===== src/rtl/transconv_pkg.sv =====
// Shared types and widths for the stride-2 transposed-convolution sequencer and datapath.
package transconv_pkg;

  localparam int unsigned CW     = 9;
  localparam int unsigned DATA_W = 8;
  localparam int unsigned PIX_W  = 20;

  typedef enum logic [2:0] {
    S_IDLE  = 3'd0,
    S_WRITE = 3'd1,
    S_READ  = 3'd2,
    S_FLUSH = 3'd3,
    S_DONE  = 3'd4
  } state_e;

endpackage


===== src/rtl/transconv_seq.sv =====
// Sequencer for the transconv line-buffer datapath: alternates accumulate (write) and
// readout phases over an HxW input map, producing a (2H+1)x(2W+1) output map.
module transconv_seq #(
  parameter int unsigned IMAGE_WIDTH  = 128,
  parameter int unsigned IMAGE_HEIGHT = 128,
  parameter int unsigned CW           = 9
) (
  input  logic                              clk,
  input  logic                              rst_n,
  input  logic                              start,
  input  logic [7:0]                        cfg_width,
  input  logic [7:0]                        cfg_height,
  input  logic [transconv_pkg::DATA_W-1:0]  cfg_bias,
  input  logic [transconv_pkg::DATA_W-1:0]  in_data,
  input  logic                              in_valid,
  output logic                              in_ready,
  output logic [transconv_pkg::DATA_W-1:0]  dp_in,
  output logic [transconv_pkg::DATA_W-1:0]  dp_bias,
  output logic                              dp_rw,
  output logic                              dp_hop,
  output logic                              dp_flip,
  output logic                              out_valid,
  output logic                              busy,
  output logic                              done
);

  import transconv_pkg::*;

  state_e              r_state;
  state_e              w_state_nxt;
  logic [CW-1:0]       r_col;
  logic [CW-1:0]       w_col_nxt;
  logic [CW-1:0]       r_row;
  logic [CW-1:0]       w_row_nxt;
  logic [CW-1:0]       r_w;
  logic [CW-1:0]       r_h;
  logic                r_sub;
  logic                w_sub_nxt;
  logic                r_flip;
  logic                w_flip_nxt;
  logic [DATA_W-1:0]   r_bias;
  logic                r_in_ready;
  logic                r_dp_rw;
  logic                r_out_valid;
  logic                r_busy;
  logic                r_done;

  logic [CW-1:0]       w_cfg_w;
  logic [CW-1:0]       w_cfg_h;
  logic                w_accept;
  logic                w_wr_last;
  logic                w_rd_last;

  // Out-of-range geometry saturates to the datapath's line-buffer size.
  assign w_cfg_w = (32'(cfg_width)  > IMAGE_WIDTH)  ? CW'(IMAGE_WIDTH)  : CW'(cfg_width);
  assign w_cfg_h = (32'(cfg_height) > IMAGE_HEIGHT) ? CW'(IMAGE_HEIGHT) : CW'(cfg_height);

  assign w_accept  = r_in_ready & in_valid;
  assign w_wr_last = (r_col == r_w - CW'(1));
  // A readout row is 2W+1 cycles; S_READ covers two of them, tracked by r_sub.
  assign w_rd_last = (r_col == CW'(r_w << 1));

  // Next-state and counter update.
  always_comb begin
    w_state_nxt = r_state;
    w_col_nxt   = r_col;
    w_row_nxt   = r_row;
    w_sub_nxt   = r_sub;
    w_flip_nxt  = r_flip;
    case (r_state)
      S_IDLE: begin
        if (start) begin
          w_col_nxt   = '0;
          w_row_nxt   = '0;
          w_sub_nxt   = 1'b0;
          w_flip_nxt  = 1'b0;
          w_state_nxt = ((w_cfg_w == '0) || (w_cfg_h == '0)) ? S_DONE : S_WRITE;
        end
      end
      S_WRITE: begin
        if (w_accept) begin
          if (w_wr_last) begin
            w_col_nxt   = '0;
            w_state_nxt = S_READ;
          end else begin
            w_col_nxt = r_col + CW'(1);
          end
        end
      end
      S_READ: begin
        if (w_rd_last) begin
          w_col_nxt = '0;
          if (r_sub) begin
            w_sub_nxt   = 1'b0;
            w_flip_nxt  = ~r_flip;
            w_row_nxt   = r_row + CW'(1);
            w_state_nxt = ((r_row + CW'(1)) < r_h) ? S_WRITE : S_FLUSH;
          end else begin
            w_sub_nxt = 1'b1;
          end
        end else begin
          w_col_nxt = r_col + CW'(1);
        end
      end
      S_FLUSH: begin
        if (w_rd_last) begin
          w_col_nxt   = '0;
          w_state_nxt = S_DONE;
        end else begin
          w_col_nxt = r_col + CW'(1);
        end
      end
      S_DONE:  w_state_nxt = S_IDLE;
      default: w_state_nxt = S_IDLE;
    endcase
  end

  // State, counters, latched config and registered phase outputs.
  always_ff @(posedge clk or negedge rst_n) begin
    if (!rst_n) begin
      r_state     <= S_IDLE;
      r_col       <= '0;
      r_row       <= '0;
      r_sub       <= 1'b0;
      r_flip      <= 1'b0;
      r_w         <= '0;
      r_h         <= '0;
      r_bias      <= '0;
      r_in_ready  <= 1'b0;
      r_dp_rw     <= 1'b0;
      r_out_valid <= 1'b0;
      r_busy      <= 1'b0;
      r_done      <= 1'b0;
    end else begin
      r_state <= w_state_nxt;
      r_col   <= w_col_nxt;
      r_row   <= w_row_nxt;
      r_sub   <= w_sub_nxt;
      r_flip  <= w_flip_nxt;
      if ((r_state == S_IDLE) && start) begin
        r_w    <= w_cfg_w;
        r_h    <= w_cfg_h;
        r_bias <= cfg_bias;
      end
      r_in_ready  <= (w_state_nxt == S_WRITE);
      r_dp_rw     <= !((w_state_nxt == S_READ) || (w_state_nxt == S_FLUSH));
      r_busy      <= (w_state_nxt == S_WRITE) || (w_state_nxt == S_READ) ||
                     (w_state_nxt == S_FLUSH);
      r_done      <= (w_state_nxt == S_DONE);
      // The datapath pixel register makes output data lag the read cycle by one.
      r_out_valid <= (r_state == S_READ) || (r_state == S_FLUSH);
    end
  end

  // Beat-qualified datapath inputs: stalls feed zeros so nothing is accumulated.
  assign dp_in     = w_accept ? in_data : '0;
  assign dp_bias   = w_accept ? r_bias  : '0;
  assign dp_hop    = w_accept;
  assign in_ready  = r_in_ready;
  assign dp_rw     = r_dp_rw;
  assign dp_flip   = r_flip;
  assign out_valid = r_out_valid;
  assign busy      = r_busy;
  assign done      = r_done;

endmodule


===== config.mk =====
export PLATFORM = sky130hd
export DESIGN_NAME = transconv_seq
export DESIGN_NICKNAME = d
export VERILOG_FILES = /design/src/rtl/transconv_pkg.sv /design/src/rtl/transconv_seq.sv
export SDC_FILE = /design/constraint.sdc
export NUM_CORES = 1
export LEC_CHECK = 0
export BUFFER_PORTS_ARGS = -buffer_cell sky130_fd_sc_hd__buf_4
export CAP_MARGIN = 20
export CORE_UTILIZATION = 50
export DETAILED_ROUTE_END_ITERATION = 8
export HOLD_SLACK_MARGIN = 0.15
export PLACE_DENSITY = 0.71
export SLEW_MARGIN = 30
export SYNTH_ARGS = -nofsm -noshare
export SYNTH_HDL_FRONTEND = slang
export SYNTH_SLANG_ARGS = --single-unit

===== constraint.sdc =====
create_clock -name clk -period 6.12 [get_ports clk]
set_clock_uncertainty 0.15 [all_clocks]
set_input_delay 0.612 -clock clk [delete_from_list [all_inputs] [get_ports clk]]
set_output_delay 0.612 -clock clk [all_outputs]
set_load 0.05 [all_outputs]

==> qor.csv, run 1 <==
stage,metric,value,unit
outcome,status,"complete, no violations",
yosys,synth_common_cells,"nand2_1 (65), dfrtp_1 (52), o21ai_0 (28), and3_1 (20), nor2_1 (19)",
yosys,yosysUniqueCellTypes,43,
clocking,post-cts-setup-buffer-count,0,
clocking,cts_tree,yes,
floorplan,die_x,80.8,um
routing,first_pass_iters,4,
timing,setup_violations,0,
layout,syn_to_final_growth,18.8,%
critical_path,timing.rr.start,r_w[2]$_DFFE_PN0P_,
yosys,synth_ff_type,dfrtp_1,
clocking,cts_sinks,52,
floorplan,rows,28,
power,powerDensity,412,nW/um^2
routing,wl_per_cell,14.2,um
global_routing,grt_pass1_wl,11100,um
floorplan,start_util,52.1,%
place,io_buffer_count,58,
place,dpl.hpwl,4980,um
timing,max_freq,0.351,GHz
yosys,yosys_warnings,0,
yosys,ys_ff_latch,52,
clocking,insertion_delay,300,ps
global_routing,grt_pass1_vias,2333,
hold_path,min_path_type,input port to asynchronous set/reset pin,
critical_path,end_kind,flop,
yosys,ys_top_cells_by_area,"dfrtp_1 (42%), nand2_1 (7.9%), o21ai_0 (4.5%)",
timing,period_share,46.6,%
critical_path,required,6140,ps
critical_path,worstPathArrival,2870,ps
clocking,cts_made_buffers,5,
power,power_leakage,1.84,nW
global_routing,overflow,0,
layout,antenna_cells,0,
clocking,h-tree-depth,2,
clocking,cts_max_path_buffers,2,
timing,worst_pin_slew,826,ps
layout,nets,450,
global_routing,grt_start_max_net_pins,53,
timing,setup_tns,0,ps
critical_path,crit_type,flop to flop,
clocking,clk_pin_slew,90,ps
yosys,synth_edf_count,0,
floorplan,coreArea,5960,sq um
global_routing,antenna_found_initial,0,
yosys,yosysSeqAreaShare,42.0,%
yosys,syn_avg_cell_area,8.69,sq um
routing,drt_wl_total,6820,um
flow_run,maxCapViolCount,0,
routing,drc_errors,0,
yosys,yosys.area.top_type,dfrtp_1,
layout,drive_above_1_share,17.6,%
routing,first_iter_violations,182,
yosys,synth_area,3100,sq um
critical_path,ff2ff_path_depth,6,
power,vdd_drop_max,0.244,mV
critical_path,crit_path_max_fanout,10,
timing,hold_violations,0,
timing,maxSlewViolCount,0,
layout,fillerInstances,536,
yosys,synth_nets,403,
timing,relSlewSlack,44.8,%
place,routabilityCongestion,0.810,
yosys,synth-async-reset-ratio,100,%
clocking,post_cts_resize_count,0,
routing,ant_nets,0,
timing,fin_crit,2850,ps
clocking,cts.root.buffer_cell,clkbuf_8,
global_routing,track_usage,22.2,%
floorplan,die_h,80.8,um
timing,rsz0062_at_grt,no,
floorplan,dieArea,6520,sq um
floorplan,ios,59,
yosys,synth_cells,357,
layout,utilization,61.9,%
critical_path,startpoint_type,flop,
routing,route.vias.total,2614,
routing,avgViaCountPerCell,5.46,
clocking,postCtsHoldBufs,0,
yosys,synth.most_common_cell,nand2_1,
critical_path,r2r_slack,3270,ps
critical_path,r2r_end,r_col[6]$_DFFE_PN0P_,
yosys,netlist.area_leader.share,42.0,%
critical path, stage by stage (launching register included):
cell	delay, ps
dfrtp_1	490
or3_1	410
or3_1	370
a2111oi_1	540
a31oi_1	260
a2111oi_4	390
nor2_1	110
worst max path at each step:
stage,cells past startpoint,endpoint,from
4_1_cts,10,r_state[1]$_DFF_PN0_,r_row[0]$_DFFE_PN0P_
5_1_grt,6,r_col[1]$_DFFE_PN0P_,r_w[2]$_DFFE_PN0P_
3_3_place_gp,10,r_state[1]$_DFF_PN0_,r_row[0]$_DFFE_PN0P_
2_1_floorplan,7,r_col[3]$_DFFE_PN0P_,r_w[2]$_DFFE_PN0P_
3_5_place_dp,10,r_state[1]$_DFF_PN0_,r_row[0]$_DFFE_PN0P_
6_report,6,r_col[6]$_DFFE_PN0P_,r_w[2]$_DFFE_PN0P_
metal layers:
| layer | track usage, % | share of wire [%] | vias up |
|---|---|---|---|
| li1 | - | - | 1336 |
| met5 | 0 | 0 | - |
| met1 | 28.8 | 47 | 1216 |
| met4 | 6.79 | 0.94 | 0 |
| met2 | 37.6 | 47 | 58 |
| met3 | 4.04 | 4.2 | 4 |
per-stage QoR:
stage	total power, mW	hold slack, ps	instance area, sq um	worst slack (ps)	instances
3_5_place_dp	1.25	305	3550	3300	472
5_1_grt	1.64	234	3680	3020	479
2_1_floorplan	1.09	166	3100	3500	357
6_report	1.52	178	3680	3270	479
4_1_cts	1.53	206	3680	3270	479
3_3_place_gp	1.24	302	3550	3300	472
flip-flops by register name, summed over array words and instances, names as in the netlist, 3 cells and up:
signal / count
r_col: 9
r_row: 9
r_bias: 8
r_h: 8
r_w: 8
r_state: 3
layout make-up:
cell class | count | area (sq um) | share of cell area, %
inverter | 16 | 60.1 | 1.63
multi-input combinational | 271 | 1670 | 45.2
clock buffer | 5 | 68.8 | 1.87
sequential | 52 | 1300 | 35.3
clock inverter | 2 | 60.1 | 1.63
tap | 75 | 93.8 | 2.55
timing repair buffer | 58 | 435 | 11.8
cell families (layout without fill, tap and decap cells):
family / Yosys count / count (layout) / share of synthesized area (%)
fa+ha+maj: 10 / 10 / 4.03
simple gates: 168 / 168 / 27.4
flops: 52 / 52 / 42.0
mux: 3 / 3 / 0.968
compound gates: 59 / 59 / 12.5
buf+inv: 34 / 81 / 4.40
xor+xnor: 31 / 31 / 8.75
cell usage in the layout (no fill, tap or decap), types with 3 or more instances in the layout:
cell type  instances
a21o_1             6
a21oi_1            6
a31oi_1            6
a32o_1             3
and3_1            20
buf_4             58
clkbuf_8           5
dfrtp_1           52
ha_1              10
inv_1             16
mux2i_1            3
nand2_1           65
nand2b_1           9
nand3_1            8
nand3b_1           9
nand4_1           12
nor2_1            19
nor3_1             6
nor4_1             6
o21ai_0           28
xnor2_1           16
xor2_1            15
power by group:
part           total [mW]  switching, mW  internal, mW
Clock               0.271          0.110         0.161
Combinational       0.649          0.376         0.272
Sequential          0.600          0.143         0.457
Note: power is estimated with default switching activity, not from simulation.
==> run 2: changes to the inputs <==
==> constraint.sdc (replaced) <==
create_clock -name clk -period 2.9 [get_ports clk]
set_clock_uncertainty 0.15 [all_clocks]
set_input_delay 0.29 -clock clk [delete_from_list [all_inputs] [get_ports clk]]
set_output_delay 0.29 -clock clk [all_outputs]
set_load 0.05 [all_outputs]
==> qor.csv, run 2 (synthesis gave the netlist of run 1 again) <==
stage,metric,value,unit,change
global_routing,grt_pass1_vias,2602,,+12%
critical_path,r2r_end,r_col[6]$_DFFE_PN0P_,,
layout,drive_above_1_share,18.5,%,+0.96 points
layout,seqCellArea,1300,sq um,unchanged
timing,relSlewSlack,55.5,%,+11 points
layout,utilization,66.9,%,+5.0 points
floorplan,die_x,80.8,um,unchanged
global_routing,track_usage,24.8,%,+2.6 points
clocking,clk_pin_slew,100,ps,about the same
global_routing,grt_pass1_wl,12300,um,+11%
layout,nets,482,,+7.1%
timing,hold_ws,304,ps,+125 ps
power,powerDensity,821,nW/um^2,+99%
critical_path,crit_path_max_fanout,10,,unchanged
global_routing,overflow,0,,unchanged
critical_path,end_kind,flop,,
routing,ant_nets,0,,unchanged
floorplan,ios,59,,unchanged
critical_path,ff2ff_path_depth,7,,+1
routing,drt_wl_total,7550,um,+11%
timing,setup_violations,0,,unchanged
clocking,insertion_delay,310,ps,about the same
routing,first_iter_violations,157,,-14%
place,dpl.hpwl,5290,um,+6.1%
timing,maxSlewViolCount,0,,unchanged
timing,period_share,95.5,%,+49 points
layout,syn_to_final_growth,28.4,%,
flow_run,maxCapViolCount,0,,unchanged
routing,drc_errors,0,,unchanged
place,place_ws,40.0,ps,-3260 ps
hold_path,min_path_type,input port to flop,,
clocking,h-tree-depth,2,,unchanged
critical_path,required,2950,ps,-3190 ps
floorplan,die_h,80.8,um,unchanged
timing,fin_crit,2770,ps,-80.6 ps
clocking,cts_made_buffers,5,,unchanged
clocking,cts_tree,yes,,
clocking,cts_sinks,52,,unchanged
layout,instances_no_fill,512,,+6.9%
timing,hold_violations,0,,unchanged
place,io_buffer_count,58,,unchanged
layout,fillerInstances,492,,-8.2%
critical_path,worstPathArrival,2810,ps,-60 ps
critical_path,critPathLaunch,r_w[2]$_DFFE_PN0P_,,
floorplan,rows,28,,unchanged
critical_path,crit_type,flop to flop,,
global_routing,grt_start_max_net_pins,53,,unchanged
place,post-place-cells,478,,+1.3%
timing,max_freq,0.361,GHz,+2.9%
routing,route.vias.total,2784,,+6.5%
outcome,status,"complete, no violations",,
critical_path,r2r_slack,130,ps,-3140 ps
layout,multiInputGateArea,1680,sq um,+1.1%
routing,first_pass_iters,4,,unchanged
timing,setup_slack,131,ps,-3140 ps
clocking,cts_max_path_buffers,2,,unchanged
power,vdd_drop_max,0.470,mV,+93%
power,power_leakage,1.97,nW,+7.0%
place,routabilityCongestion,0.961,,+19%
timing,worst_pin_slew,668,ps,-158 ps
floorplan,coreArea,5960,sq um,unchanged
clocking,cts.root.buffer_cell,clkbuf_8,,
timing,setup_tns,0,ps,unchanged
floorplan,dieArea,6520,sq um,unchanged
routing,wl_per_cell,14.7,um,+3.6%
routing,avgViaCountPerCell,5.44,,-0.36%
layout,reg_top3,"r_col (9), r_row (9)",,
critical_path,cp-endpoint,r_col[6]$_DFFE_PN0P_,,
layout,antenna_cells,0,,unchanged
global_routing,antenna_found_initial,0,,unchanged
floorplan,start_util,52.1,%,unchanged
critical_path,timing.rr.start,r_w[2]$_DFFE_PN0P_,,
layout,most-common-layout-cells,"nand2_1 (65), buf_4 (65), dfrtp_1 (52)",,
critical_path,startpoint_type,flop,,
-- run 2: how the worst min path moves through the flow --
stage / from / end / slack [ps] / cells past startpoint
final: in_valid / r_state[0]$_DFF_PN0_ / 300 / 4
after global routing: in_valid / r_state[0]$_DFF_PN0_ / 290 / 4
after CTS: in_valid / r_state[0]$_DFF_PN0_ / 280 / 4
after detailed placement: rst_n / r_bias[0]$_DFFE_PN0P_ / 220 / 1
after global placement: rst_n / r_bias[0]$_DFFE_PN0P_ / 220 / 1
after floorplan: rst_n / busy$_DFF_PN0_ / -160 / 0
-- run 2: layer usage --
| layer | part of all wire [%] | wire, um | track usage [%] |
|---|---|---|---|
| met1 | 47 | 3520 | 32.5 |
| met2 | 49 | 3660 | 42.5 |
| met5 | 0 | 0 | 0 |
| met4 | 1.1 | 86 | 7.86 |
| met3 | 3.8 | 284 | 3.37 |
-- run 2: repair_timing --
action                                  4_1_cts  5_1_grt
endpoints found under the setup margin        0       11
setup buffers                                 0        1
hold endpoints to repair                     76        0
gates resized for setup                       0        4
hold buffers                                 25        0
-- run 2: worst max-delay path, stage by stage, from the launching register on --
cell and delay, ps:
dfrtp_1 500, or3_1 420, or3_1 390, a2111oi_2 460, a31oi_2 200, a2111oi_4 290
buf_4 190, nor2_1 60
-- run 2: final cells by class --
| type | instances | share of cell area, % |
|---|---|---|
| multi-input combinational | 271 | 42.2 |
| sequential | 52 | 32.7 |
| timing repair buffer | 90 | 18.5 |
| tap | 75 | 2.36 |
| clock buffer | 6 | 1.82 |
| inverter | 16 | 1.51 |
| clock inverter | 2 | 0.879 |
-- run 2: stage by stage --
stage	total power [mW]	instance area [sq um]
floorplan	2.29	3100
global route	3.54	3980
CTS	3.24	3960
finish	3.27	3980
global placement	2.66	3600
detailed placement	2.71	3600
-- run 2: where the power goes --
| group | total (mW) | switching (mW) | internal [mW] |
|---|---|---|---|
| logic | 1.53 | 0.881 | 0.652 |
| registers | 1.24 | 0.278 | 0.965 |
| clock network | 0.495 | 0.239 | 0.257 |
| total | 3.27 | 1.40 | 1.87 |
==> run 3: changes to the inputs <==
--- a/config.mk
+++ b/config.mk
@@ -7,6 +7,7 @@
 export LEC_CHECK = 0
 export BUFFER_PORTS_ARGS = -buffer_cell sky130_fd_sc_hd__buf_4
 export CAP_MARGIN = 20
+export CORE_ASPECT_RATIO = 1.2
 export CORE_UTILIZATION = 50
 export DETAILED_ROUTE_END_ITERATION = 8
 export HOLD_SLACK_MARGIN = 0.15
==> qor.csv, run 3 (synthesis gave the netlist of run 1 again) <==
stage,metric,value,unit,change
outcome,status,"complete, no violations",,
power,power_leakage,1.99,nW,+0.81%
timing,setup_slack,119,ps,-12.3 ps
clocking,insertion_delay,310,ps,about the same
timing,max_freq,0.360,GHz,-0.44%
hold_path,min_path_type,input port to flop,,
power,p_int,1.92,mW,+2.2%
layout,finalInstanceArea,4030,sq um,+1.1%
layout,nets,485,,+0.62%
layout,antenna_cells,0,,unchanged
routing,first_iter_violations,137,,-13%
flow_run,maxCapViolCount,0,,unchanged
hold_path,hold_path_end,r_state[0]$_DFF_PN0_,,
timing,period_share,95.9,%,+0.42 points
global_routing,grt_pass1_vias,2764,,+6.2%
routing,first_pass_iters,4,,unchanged
floorplan,coreArea,6010,sq um,+0.95%
floorplan,dieArea,6520,sq um,about the same
timing,hold_violations,0,,unchanged
layout,fillerInstances,514,,+4.5%
floorplan,die_x,73.9,um,-8.5%
critical_path,r2r_end,r_col[2]$_DFFE_PN0P_,,
place,place_ws,136,ps,+96.1 ps
global_routing,track_usage,25.4,%,+0.57 points
global_routing,grt_pass1_wl,12800,um,+4.1%
critical_path,required,2960,ps,about the same
clocking,cts_made_buffers,5,,unchanged
clocking,h-tree-depth,2,,unchanged
routing,drc_errors,0,,unchanged
clocking,cts.root.buffer_cell,clkbuf_8,,
critical_path,worstPathArrival,2840,ps,+30 ps
layout,reg_top3,"r_col (9), r_row (9)",,
layout,most-common-layout-cells,"nand2_1 (65), buf_4 (65), dfrtp_1 (52)",,
global_routing,overflow,0,,unchanged
clocking,clk_pin_slew,90,ps,about the same
critical_path,crit_type,flop to flop,,
clocking,cts_sinks,52,,unchanged
critical_path,r2r_slack,120,ps,about the same
place,routabilityCongestion,0.818,,-15%
floorplan,die_h,88.3,um,+9.3%
clocking,cts_max_path_buffers,2,,unchanged
routing,route.vias.total,2798,,+0.50%
timing,fin_crit,2780,ps,+12.3 ps
layout,drive_above_1_share,18.0,%,-0.58 points
power,clock_power_share,16.5,%,+1.4 points
clocking,cts_tree,yes,,
power,combPwrFrac,46.5,%,-0.4 points
routing,ant_nets,0,,unchanged
critical_path,end_kind,flop,,
power,p_seq_share,37.1,%,-0.9 points
routing,drt_wl_total,7570,um,+0.28%
power,vdd_drop_max,0.534,mV,+14%
timing,maxSlewViolCount,0,,unchanged
timing,relSlewSlack,56.0,%,+0.51 points
global_routing,grt_start_max_net_pins,53,,unchanged
routing,wl_per_cell,14.5,um,-1.6%
power,p_sw,1.39,mW,-0.17%
timing,setup_violations,0,,unchanged
critical_path,timing.rr.start,r_w[0]$_DFFE_PN0P_,,
timing,worst_pin_slew,661,ps,-7.66 ps
power,powerDensity,822,nW/um^2,about the same
floorplan,start_util,51.6,%,-0.49 points
critical_path,crit_path_max_fanout,6,,-4
critical_path,ff2ff_path_depth,8,,+1
place,place_area,3620,sq um,+0.45%
floorplan,rows,31,,+11%
layout,syn_to_final_growth,29.9,%,
timing,hold_ws,300,ps,-4.24 ps
global_routing,antenna_found_initial,0,,unchanged
timing,rsz0062_at_grt,no,,
critical_path,startpoint_type,flop,,
hold_path,hold_depth,4,,unchanged
routing,avgViaCountPerCell,5.36,,-1.4%
power,swShare,42.1,%,-0.58 points
floorplan,ios,59,,unchanged
place,dpl.hpwl,5370,um,+1.6%
timing,setup_tns,0,ps,unchanged
place,io_buffer_count,58,,unchanged
hold_path,hp-start,in_valid,,
[run 3: critical path, stage by stage, from the launching register on]
cell      delay, ps
dfrtp_1         460
inv_1           110
ha_1            240
inv_1           110
or4_1           570
xor2_1          180
a31oi_1         410
a211oi_1        150
o311ai_1        290
[run 3: area by class of cell]
cell class	count	area, sq um	area share [%]
clock buffer	7	96.3	2.39
inverter	16	60.1	1.49
sequential	52	1300	32.3
clock inverter	1	30.0	0.746
timing repair buffer	93	768	19.1
multi-input combinational	271	1670	41.4
tap	82	103	2.55
[run 3: worst max path at each step]
| stage | slack (ps) | to | cells past startpoint | start |
|---|---|---|---|---|
| after floorplan | 280 | r_col[3]$_DFFE_PN0P_ | 7 | r_w[2]$_DFFE_PN0P_ |
| after global placement | 200 | r_col[8]$_DFFE_PN0P_ | 6 | r_w[3]$_DFFE_PN0P_ |
| after detailed placement | 140 | r_col[6]$_DFFE_PN0P_ | 6 | r_w[3]$_DFFE_PN0P_ |
| after CTS | 110 | r_col[6]$_DFFE_PN0P_ | 6 | r_w[3]$_DFFE_PN0P_ |
| after global routing | 2 | in_ready$_DFF_PN0_ | 10 | r_row[1]$_DFFE_PN0P_ |
| final | 120 | r_col[2]$_DFFE_PN0P_ | 8 | r_w[0]$_DFFE_PN0P_ |
[run 3: per-stage QoR]
step | power [mW] | util [%] | instances
after floorplan | 2.29 | - | 357
after global placement | 2.67 | 60.1 | 486
after detailed placement | 2.71 | 60.1 | 486
after CTS | 3.29 | 66.9 | 522
after global routing | 3.56 | 67.0 | 522
final | 3.31 | 67.0 | 522
[run 3: repair_timing]
item,4_1_cts,5_1_grt
endpoints found under the hold margin,76,0
hold buffers,28,0
resized for setup,0,1
endpoints found under the setup margin,0,9
buffers inserted,0,0
[run 3: layer usage]
metal  global-route usage, %  vias to the layer above  share of wire, %
met1                    29.5                     1336                42
met2                    47.9                       51                55
met5                       0                        -                 0
li1                        -                     1400                 -
met4                    8.57                        0               1.3
met3                    2.62                       11               2.0
[run 3: power by group through the flow]
stage	clock [mW]	combinational [mW]	sequential [mW]
finish	0.544	1.54	1.23
global route	0.583	1.72	1.26
CTS	0.555	1.51	1.22
detailed placement	0	1.47	1.24
global placement	0	1.44	1.23
floorplan	0	1.10	1.20
